## config.mk

```make
export PLATFORM = sky130hd
export DESIGN_NAME = opcode_stream_decoder
export DESIGN_NICKNAME = d
export VERILOG_FILES = /design/src/rtl/opcode_stream_decoder.sv
export SDC_FILE = /design/constraint.sdc
export NUM_CORES = 1
export LEC_CHECK = 0
export CORE_ASPECT_RATIO = 0.75
export CORE_MARGIN = 5
export CORE_UTILIZATION = 50
export DETAILED_ROUTE_END_ITERATION = 12
export GPL_TIMING_DRIVEN = 0
export PLACE_DENSITY = 0.79
export SETUP_SLACK_MARGIN = 0.2
export SYNTH_ARGS = -nofsm -noshare
export SYNTH_HDL_FRONTEND = slang
export SYNTH_SLANG_ARGS = --single-unit
```

## constraint.sdc

```tcl
create_clock -name clk -period 2.5 [get_ports clk]
set_clock_uncertainty 0.15 [all_clocks]
set_input_delay 0.5 -clock clk [delete_from_list [all_inputs] [get_ports clk]]
set_output_delay 0.5 -clock clk [all_outputs]
set_load 0.01 [all_outputs]
```

## src/rtl/opcode_stream_decoder.sv

```systemverilog
// Bytecode fetch-stream decoder: splits single-byte opcodes from 0xff-prefixed
// extended opcodes, emits one strobe per instruction and keeps saturating counts.
module opcode_stream_decoder #(
  parameter int unsigned PREFIX_TIMEOUT = 16
) (
  input  logic        clk,
  input  logic        reset,
  input  logic [7:0]  byte_in,
  input  logic        byte_valid,
  output logic        byte_ready,
  input  logic        hold,
  output logic [7:0]  opcode_1,
  output logic [7:0]  opcode_2,
  output logic        valid_op,
  output logic [31:0] instr_count,
  output logic [15:0] ext_count,
  output logic        prefix_err
);

  typedef enum logic {
    IDLE,
    PREFIX
  } state_t;

  localparam logic [7:0] EXT_PREFIX = 8'hff;
  // The counter compare is done on the pre-increment value so the abort lands
  // in the same cycle the count reaches PREFIX_TIMEOUT-1.
  localparam logic [7:0] TMO_LAST   = 8'(PREFIX_TIMEOUT - 2);

  state_t     state;
  state_t     state_nxt;
  logic [7:0] tmo_cnt;
  logic [7:0] tmo_cnt_nxt;
  logic       accept;
  logic       load_plain;
  logic       load_ext;
  logic       timeout;

  assign byte_ready = !hold && !reset;
  assign accept     = byte_valid && byte_ready;

  always_comb begin
    state_nxt   = state;
    tmo_cnt_nxt = tmo_cnt;
    load_plain  = 1'b0;
    load_ext    = 1'b0;
    timeout     = 1'b0;
    case (state)
      IDLE: begin
        if (accept) begin
          if (byte_in == EXT_PREFIX) begin
            state_nxt   = PREFIX;
            tmo_cnt_nxt = '0;
          end else begin
            load_plain = 1'b1;
          end
        end
      end
      PREFIX: begin
        if (accept) begin
          load_ext    = 1'b1;
          state_nxt   = IDLE;
          tmo_cnt_nxt = '0;
        end else if (tmo_cnt == TMO_LAST) begin
          timeout     = 1'b1;
          state_nxt   = IDLE;
          tmo_cnt_nxt = '0;
        end else begin
          tmo_cnt_nxt = tmo_cnt + 8'd1;
        end
      end
      default: begin
        state_nxt   = IDLE;
        tmo_cnt_nxt = '0;
      end
    endcase
  end

  always_ff @(posedge clk) begin
    if (reset) begin
      state       <= IDLE;
      tmo_cnt     <= '0;
      opcode_1    <= '0;
      opcode_2    <= '0;
      valid_op    <= 1'b0;
      instr_count <= '0;
      ext_count   <= '0;
      prefix_err  <= 1'b0;
    end else begin
      state    <= state_nxt;
      tmo_cnt  <= tmo_cnt_nxt;
      valid_op <= load_plain || load_ext;
      if (load_plain) begin
        opcode_1 <= byte_in;
        opcode_2 <= '0;
      end else if (load_ext) begin
        opcode_1 <= EXT_PREFIX;
        opcode_2 <= byte_in;
      end
      if (timeout) begin
        prefix_err <= 1'b1;
      end
      if (valid_op && (instr_count != '1)) begin
        instr_count <= instr_count + 32'd1;
      end
      if (valid_op && (opcode_1 == EXT_PREFIX) && (ext_count != '1)) begin
        ext_count <= ext_count + 16'd1;
      end
    end
  end

endmodule

```

---- Yosys cells after proc, flatten, opt, wreduce, memory -nomap -nowiden ----
Cells that the tools add are included.
word-level totals
  register bits after elaboration ......... 75
  input port bits ......................... 12
  logic and storage cells ................. 50
cells by class
  add/sub/neg operators ................... 3
  equal/unequal tests ..................... 7
  muxes and demuxes ....................... 20
  bitwise operators ....................... 1
  reductions and logical operators ........ 11
operators with widths
  kind                                                             number
  8-bit 2-to-1 mux                                                 6
  32-bit by 1-bit adder with 32-bit output, second input constant  1
  32-bit inequality test, second input constant                    1
  16-bit by 1-bit adder with 16-bit output, second input constant  1
  8-bit == test, second input constant                             2
  16-bit inequality test, second input constant                    1
  8-bit case mux with 2 select lines                               1
  1-bit 2-to-1 mux                                                 12
  8-bit by 1-bit adder with 8-bit output, second input constant    1
  8-bit by 4-bit == test with 1-bit output, second input constant  1
  1-bit logical AND                                                5
  2-bit inequality test, second input constant                     2
  1-bit logical NOT                                                2
  1-bit case mux with 2 select lines                               1
  2-bit AND reduction                                              1
  2-bit nonzero test                                               1
  2-bit OR reduction                                               1
  1-bit logical OR                                                 1
  1-bit inverter                                                   1

---- Logic depth before layout (Yosys ltp) ----
  word-level depth ........................ 7
  depth in mapped cells ................... 7
  depth with buffers taken out ............ 7

---- Worst setup path before layout ----
OpenSTA, ideal clock, no wires.
  path kind ............................... register to register
  start ................................... register instr_count[8]
  end ..................................... register instr_count[31]
  setup time .............................. 0.070 ns
  arrival time ............................ 2.031 ns
  required time ........................... 2.280 ns
  path slack .............................. 0.249 ns
  stages on the path, launching flop included .. 6
  path buffers ............................ 0
  clock period less this slack ............ 2.251 ns
  path through ............................ dfxtp_1 > nand4_1 > or3_1 > a2111o_1 > or3_1 > a21oi_1
between the ends
  longest elaborated chain between the ends .. 2
  elaborated cells between the ends (all ways) .. 3
  those cells by class .................... 1 x add/sub; 1 x eq/ne; 1 x reduce/logical
RTL lines
  item                                                                                              RTL line  source
  start, declared                                                                                   15        output logic [31:0] instr_count,
  start signal, assigned                                                                            104       instr_count <= instr_count + 32'd1;
  parallel branches: the longest is 2 deep, another holds 32-bit by 1-bit adder with 32-bit output  n/a
Several ways; the timed one is not identified.
A chain may end at the register's enable or synchronous reset.

---- Worst setup path after layout ----
  start ................................... register instr_count[16]
  end ..................................... register instr_count[1]
between the ends
  longest elaborated chain between the ends .. 2
RTL lines
  item                    RTL line  source
  32-bit inequality test  103       if (valid_op && (instr_count != '1)) begin
  1-bit logical AND       103
No other way between the ends.

==> results.json <==
{
  "outcome": "finished clean",
  "drive_gt1_share_pct": 15.80,
  "rr_endpoint": "instr_count[1]$_SDFFE_PP0P_",
  "critPathMaxFanout": 5,
  "worst_setup_path_end_kind": "flop",
  "syn_avg_cell_area_um2": 8.572,
  "finalSetupViolations": 0,
  "r2r_start": "instr_count[16]$_SDFFE_PP0P_",
  "ir_worst_vdd_mv": 0.3550,
  "synth_edf_count": 0,
  "switching_share_pct": 23.46,
  "fillers": 533,
  "track_usage_pct": 22.39,
  "clkPwrFrac_pct": 41.5,
  "area_growth_pct": 38.62,
  "via_count": 3649,
  "final_nets": 530,
  "ioPinCount": 79,
  "drc": 0,
  "multi_input_area_mm2": 0.002003,
  "cts_tree": "yes",
  "clkTransAtPathRegs_ps": 80,
  "grt-ovfl-total": 0,
  "post-place-ws_ps": -330.5,
  "vias_per_cell": 6.051,
  "cp-startpoint": "instr_count[16]$_SDFFE_PP0P_",
  "rsz0062_at_grt": "yes",
  "core_mm2": 0.006832,
  "r2r_slack_ps": 240,
  "netlist_top_cells_area": "dfxtp_1 (43%), nor2_1 (5.0%), a21oi_1 (4.7%)",
  "synth_top_area_share_pct": 42.83,
  "fin_ws_ps": 242.8,
  "required_ps": 2580,
  "yosys_register_bits": 75,
  "insertion_delay_ps": 360,
  "hpwlAfterDp_mm": 7.019,
  "switching_power_w": 0.0005196,
  "dominantRegCellSynth": "dfxtp_1",
  "yosysUniqueCellTypes": 44,
  "powerDensity_mw_per_mm2": 455.7,
  "arrival_ps": 2330,
  "worst_pin_slew_ps": 664.1,
  "netlist_area_mm2": 0.003506,
  "drv_cap": 0,
  "die_y_um": 82.52,
  "totalWireLength_mm": 10.28,
  "min_path_type": "flop to flop",
  "p_comb_share_pct": 4.2,
  "p_leak_nw": 1.650,
  "slew-limit-headroom_pct": 55.73,
  "htreeDepth": 3,
  "p_int_w": 0.001695,
  "final_area_mm2": 0.004860,
  "grt_max_degree": 14,
  "start_util_pct": 51.32,
  "finish.utilization_pct": 71.14,
  "critPathKind": "flop to flop",
  "power_w": 0.002215,
  "synth_warnings": 0,
  "worstSetupStartpointType": "flop",
  "die_w_um": 106.7,
  "placed_area_mm2": 0.004392,
  "fin_crit_ps": 2257,
  "clockBufferDepth": 2,
  "period_share_pct": 90.29,
  "clock_sinks": 75,
  "die-area_mm2": 0.008804,
  "dr.pass1.iters": 5,
  "yosysTopAreaCell": "dfxtp_1",
  "root_buffer": "clkbuf_8",
  "drt-initial-drc-count": 263,
  "grt_pass1_vias": 3308,
  "antenna_cells": 0,
  "port_buffers": 78,
  "p_seq_share_pct": 54.4,
  "use_met2_pct": 34.92,
  "grt_busiest_layer": "met2",
  "place_congestion": 0.9264,
  "synth_nets": 425,
  "seq_area_frac_synth_pct": 42.83,
  "register_area_mm2": 0.001540,
  "async_flop_share_pct": 0,
  "routedWlPerCell_um": 17.05,
  "rows": 26,
  "ff2ff_path_depth": 5,
  "cts_buffers": 9,
  "cts_hold_buf": 0,
  "antenna_found_initial": 0,
  "ant_nets": 0,
  "hold_violations": 0,
  "maxSlewViolCount": 0,
  "syn_inst": 409,
  "grt_pass1_wl_mm": 15.89,
  "grt_use_met3_pct": 6.993,
  "cp-endpoint": "instr_count[1]$_SDFFE_PP0P_",
  "use_met1_pct": 30.06,
  "max_freq_mhz": 443.0
}
-- layout by cell type (no fill, tap or decap), drive strengths merged, types with 2 or more instances in the layout --
cell and count:
o41ai 4, a21oi 33, clkinv 4, and4 7, inv 11, ha 4
o21ai 16, and2 2, and3 11, clkinvlp 2, nand2 35, a211oi 5
clkbuf 21, nand3b 5, nand4 17, xor2 12, o221a 8, dfxtp 75
buf 19, a311oi 4, nand3 20, xnor2 14, o211ai 8, nor4 9
or3 11, o31ai 3, o2111ai 3, nor2 47, clkdlybuf4s50 76, nor3 9
or4 8, mux2i 3, a31oi 3
-- metrics by stage --
stage               std cells  hold slack (ps)  TNS (ps)
finish                    603            307.7         0
global route              603            335.1         0
CTS                       597            310.9         0
detailed placement        571            299.3     -3549
global placement          571            293.6     -2876
floorplan                 409            281.7         0
-- critical path, cell delays in order, from the launching register on --
cell	delay [ps]
dfxtp_1	420
nand2_1	200
or4_1	570
o41ai_2	480
mux2i_1	240
nor2_1	60
-- registers in the layout (all words and copies together) (netlist names) --
name / flops
tmo_cnt: 8
state: 1
prefix_err: 1
opcode_2: 8
opcode_1: 8
ext_count: 16
instr_count: 32
valid_op: 1
-- cell families (layout without fill, tap and decap cells) --
| logic type | Yosys count | in the layout | synth area share (%) |
|---|---|---|---|
| flops | 75 | 75 | 42.83 |
| buf+inv | 26 | 136 | 2.855 |
| simple gates | 182 | 182 | 27.45 |
| fa+ha+maj | 4 | 4 | 1.428 |
| xor+xnor | 26 | 26 | 6.495 |
| compound gates | 93 | 93 | 18.10 |
| mux | 3 | 3 | 0.8566 |
-- worst min path at each step --
stage,from,end,slack (ps),depth (start not counted)
2_1_floorplan,tmo_cnt[7]$_SDFFE_PP0P_,tmo_cnt[7]$_SDFFE_PP0P_,280,1
3_3_place_gp,opcode_2[7]$_SDFFE_PP0P_,opcode_2[7]$_SDFFE_PP0P_,290,2
3_5_place_dp,opcode_2[7]$_SDFFE_PP0P_,opcode_2[7]$_SDFFE_PP0P_,300,2
4_1_cts,opcode_2[7]$_SDFFE_PP0P_,opcode_2[7]$_SDFFE_PP0P_,310,2
5_1_grt,opcode_2[0]$_SDFFE_PP0P_,opcode_2[0]$_SDFFE_PP0P_,340,2
6_report,opcode_2[7]$_SDFFE_PP0P_,opcode_2[7]$_SDFFE_PP0P_,310,2
-- layout make-up --
class | instances | area share [%]
Sequential cell | 75 | 31.69
Timing Repair Buffer | 94 | 18.56
Multi-Input combinational cell | 308 | 41.22
Inverter | 11 | 0.8496
Tap cell | 84 | 2.163
Buffer | 15 | 1.545
Clock inverter | 7 | 1.416
Clock buffer | 9 | 2.549
-- power groups by stage --
stage          sequential (W)  combinational, W  clock (W)
2_1_floorplan         0.00124         0.0000338          0
3_3_place_gp          0.00124         0.0000913          0
3_5_place_dp          0.00124         0.0000917          0
4_1_cts               0.00121         0.0000919   0.000926
5_1_grt               0.00120         0.0000985   0.000976
6_report              0.00120         0.0000923   0.000919
-- synthesized netlist by cell type (5+ instances only) --
cell / number
o21ai_0: 14
and3_1: 11
nand2_1: 35
nor3_1: 8
a211oi_1: 5
inv_1: 11
clkbuf_1: 13
nor4_1: 8
o221a_2: 8
o211ai_1: 8
or3_1: 10
nor2_1: 47
dfxtp_1: 75
xnor2_1: 14
nand3_1: 20
or4_1: 8
and4_1: 6
a21oi_1: 33
nand3b_1: 5
xor2_1: 12
nand4_1: 16
-- routing by layer --
metal | part of all wire (%) | vias to the layer above
li1 | - | 1745
met2 | 45 | 164
met1 | 46 | 1724
met3 | 7.7 | 16
met4 | 1.4 | 0
met5 | 0 | -
-- what timing repair did --
item                                    in CTS  in global routing
gates cloned                                 0                  0
gates resized for setup                     23                 31
pin swaps                                    5                  6
buffers inserted                            10                  6
endpoints found under the setup margin      36                 35
(Power assumes the default switching activity.)
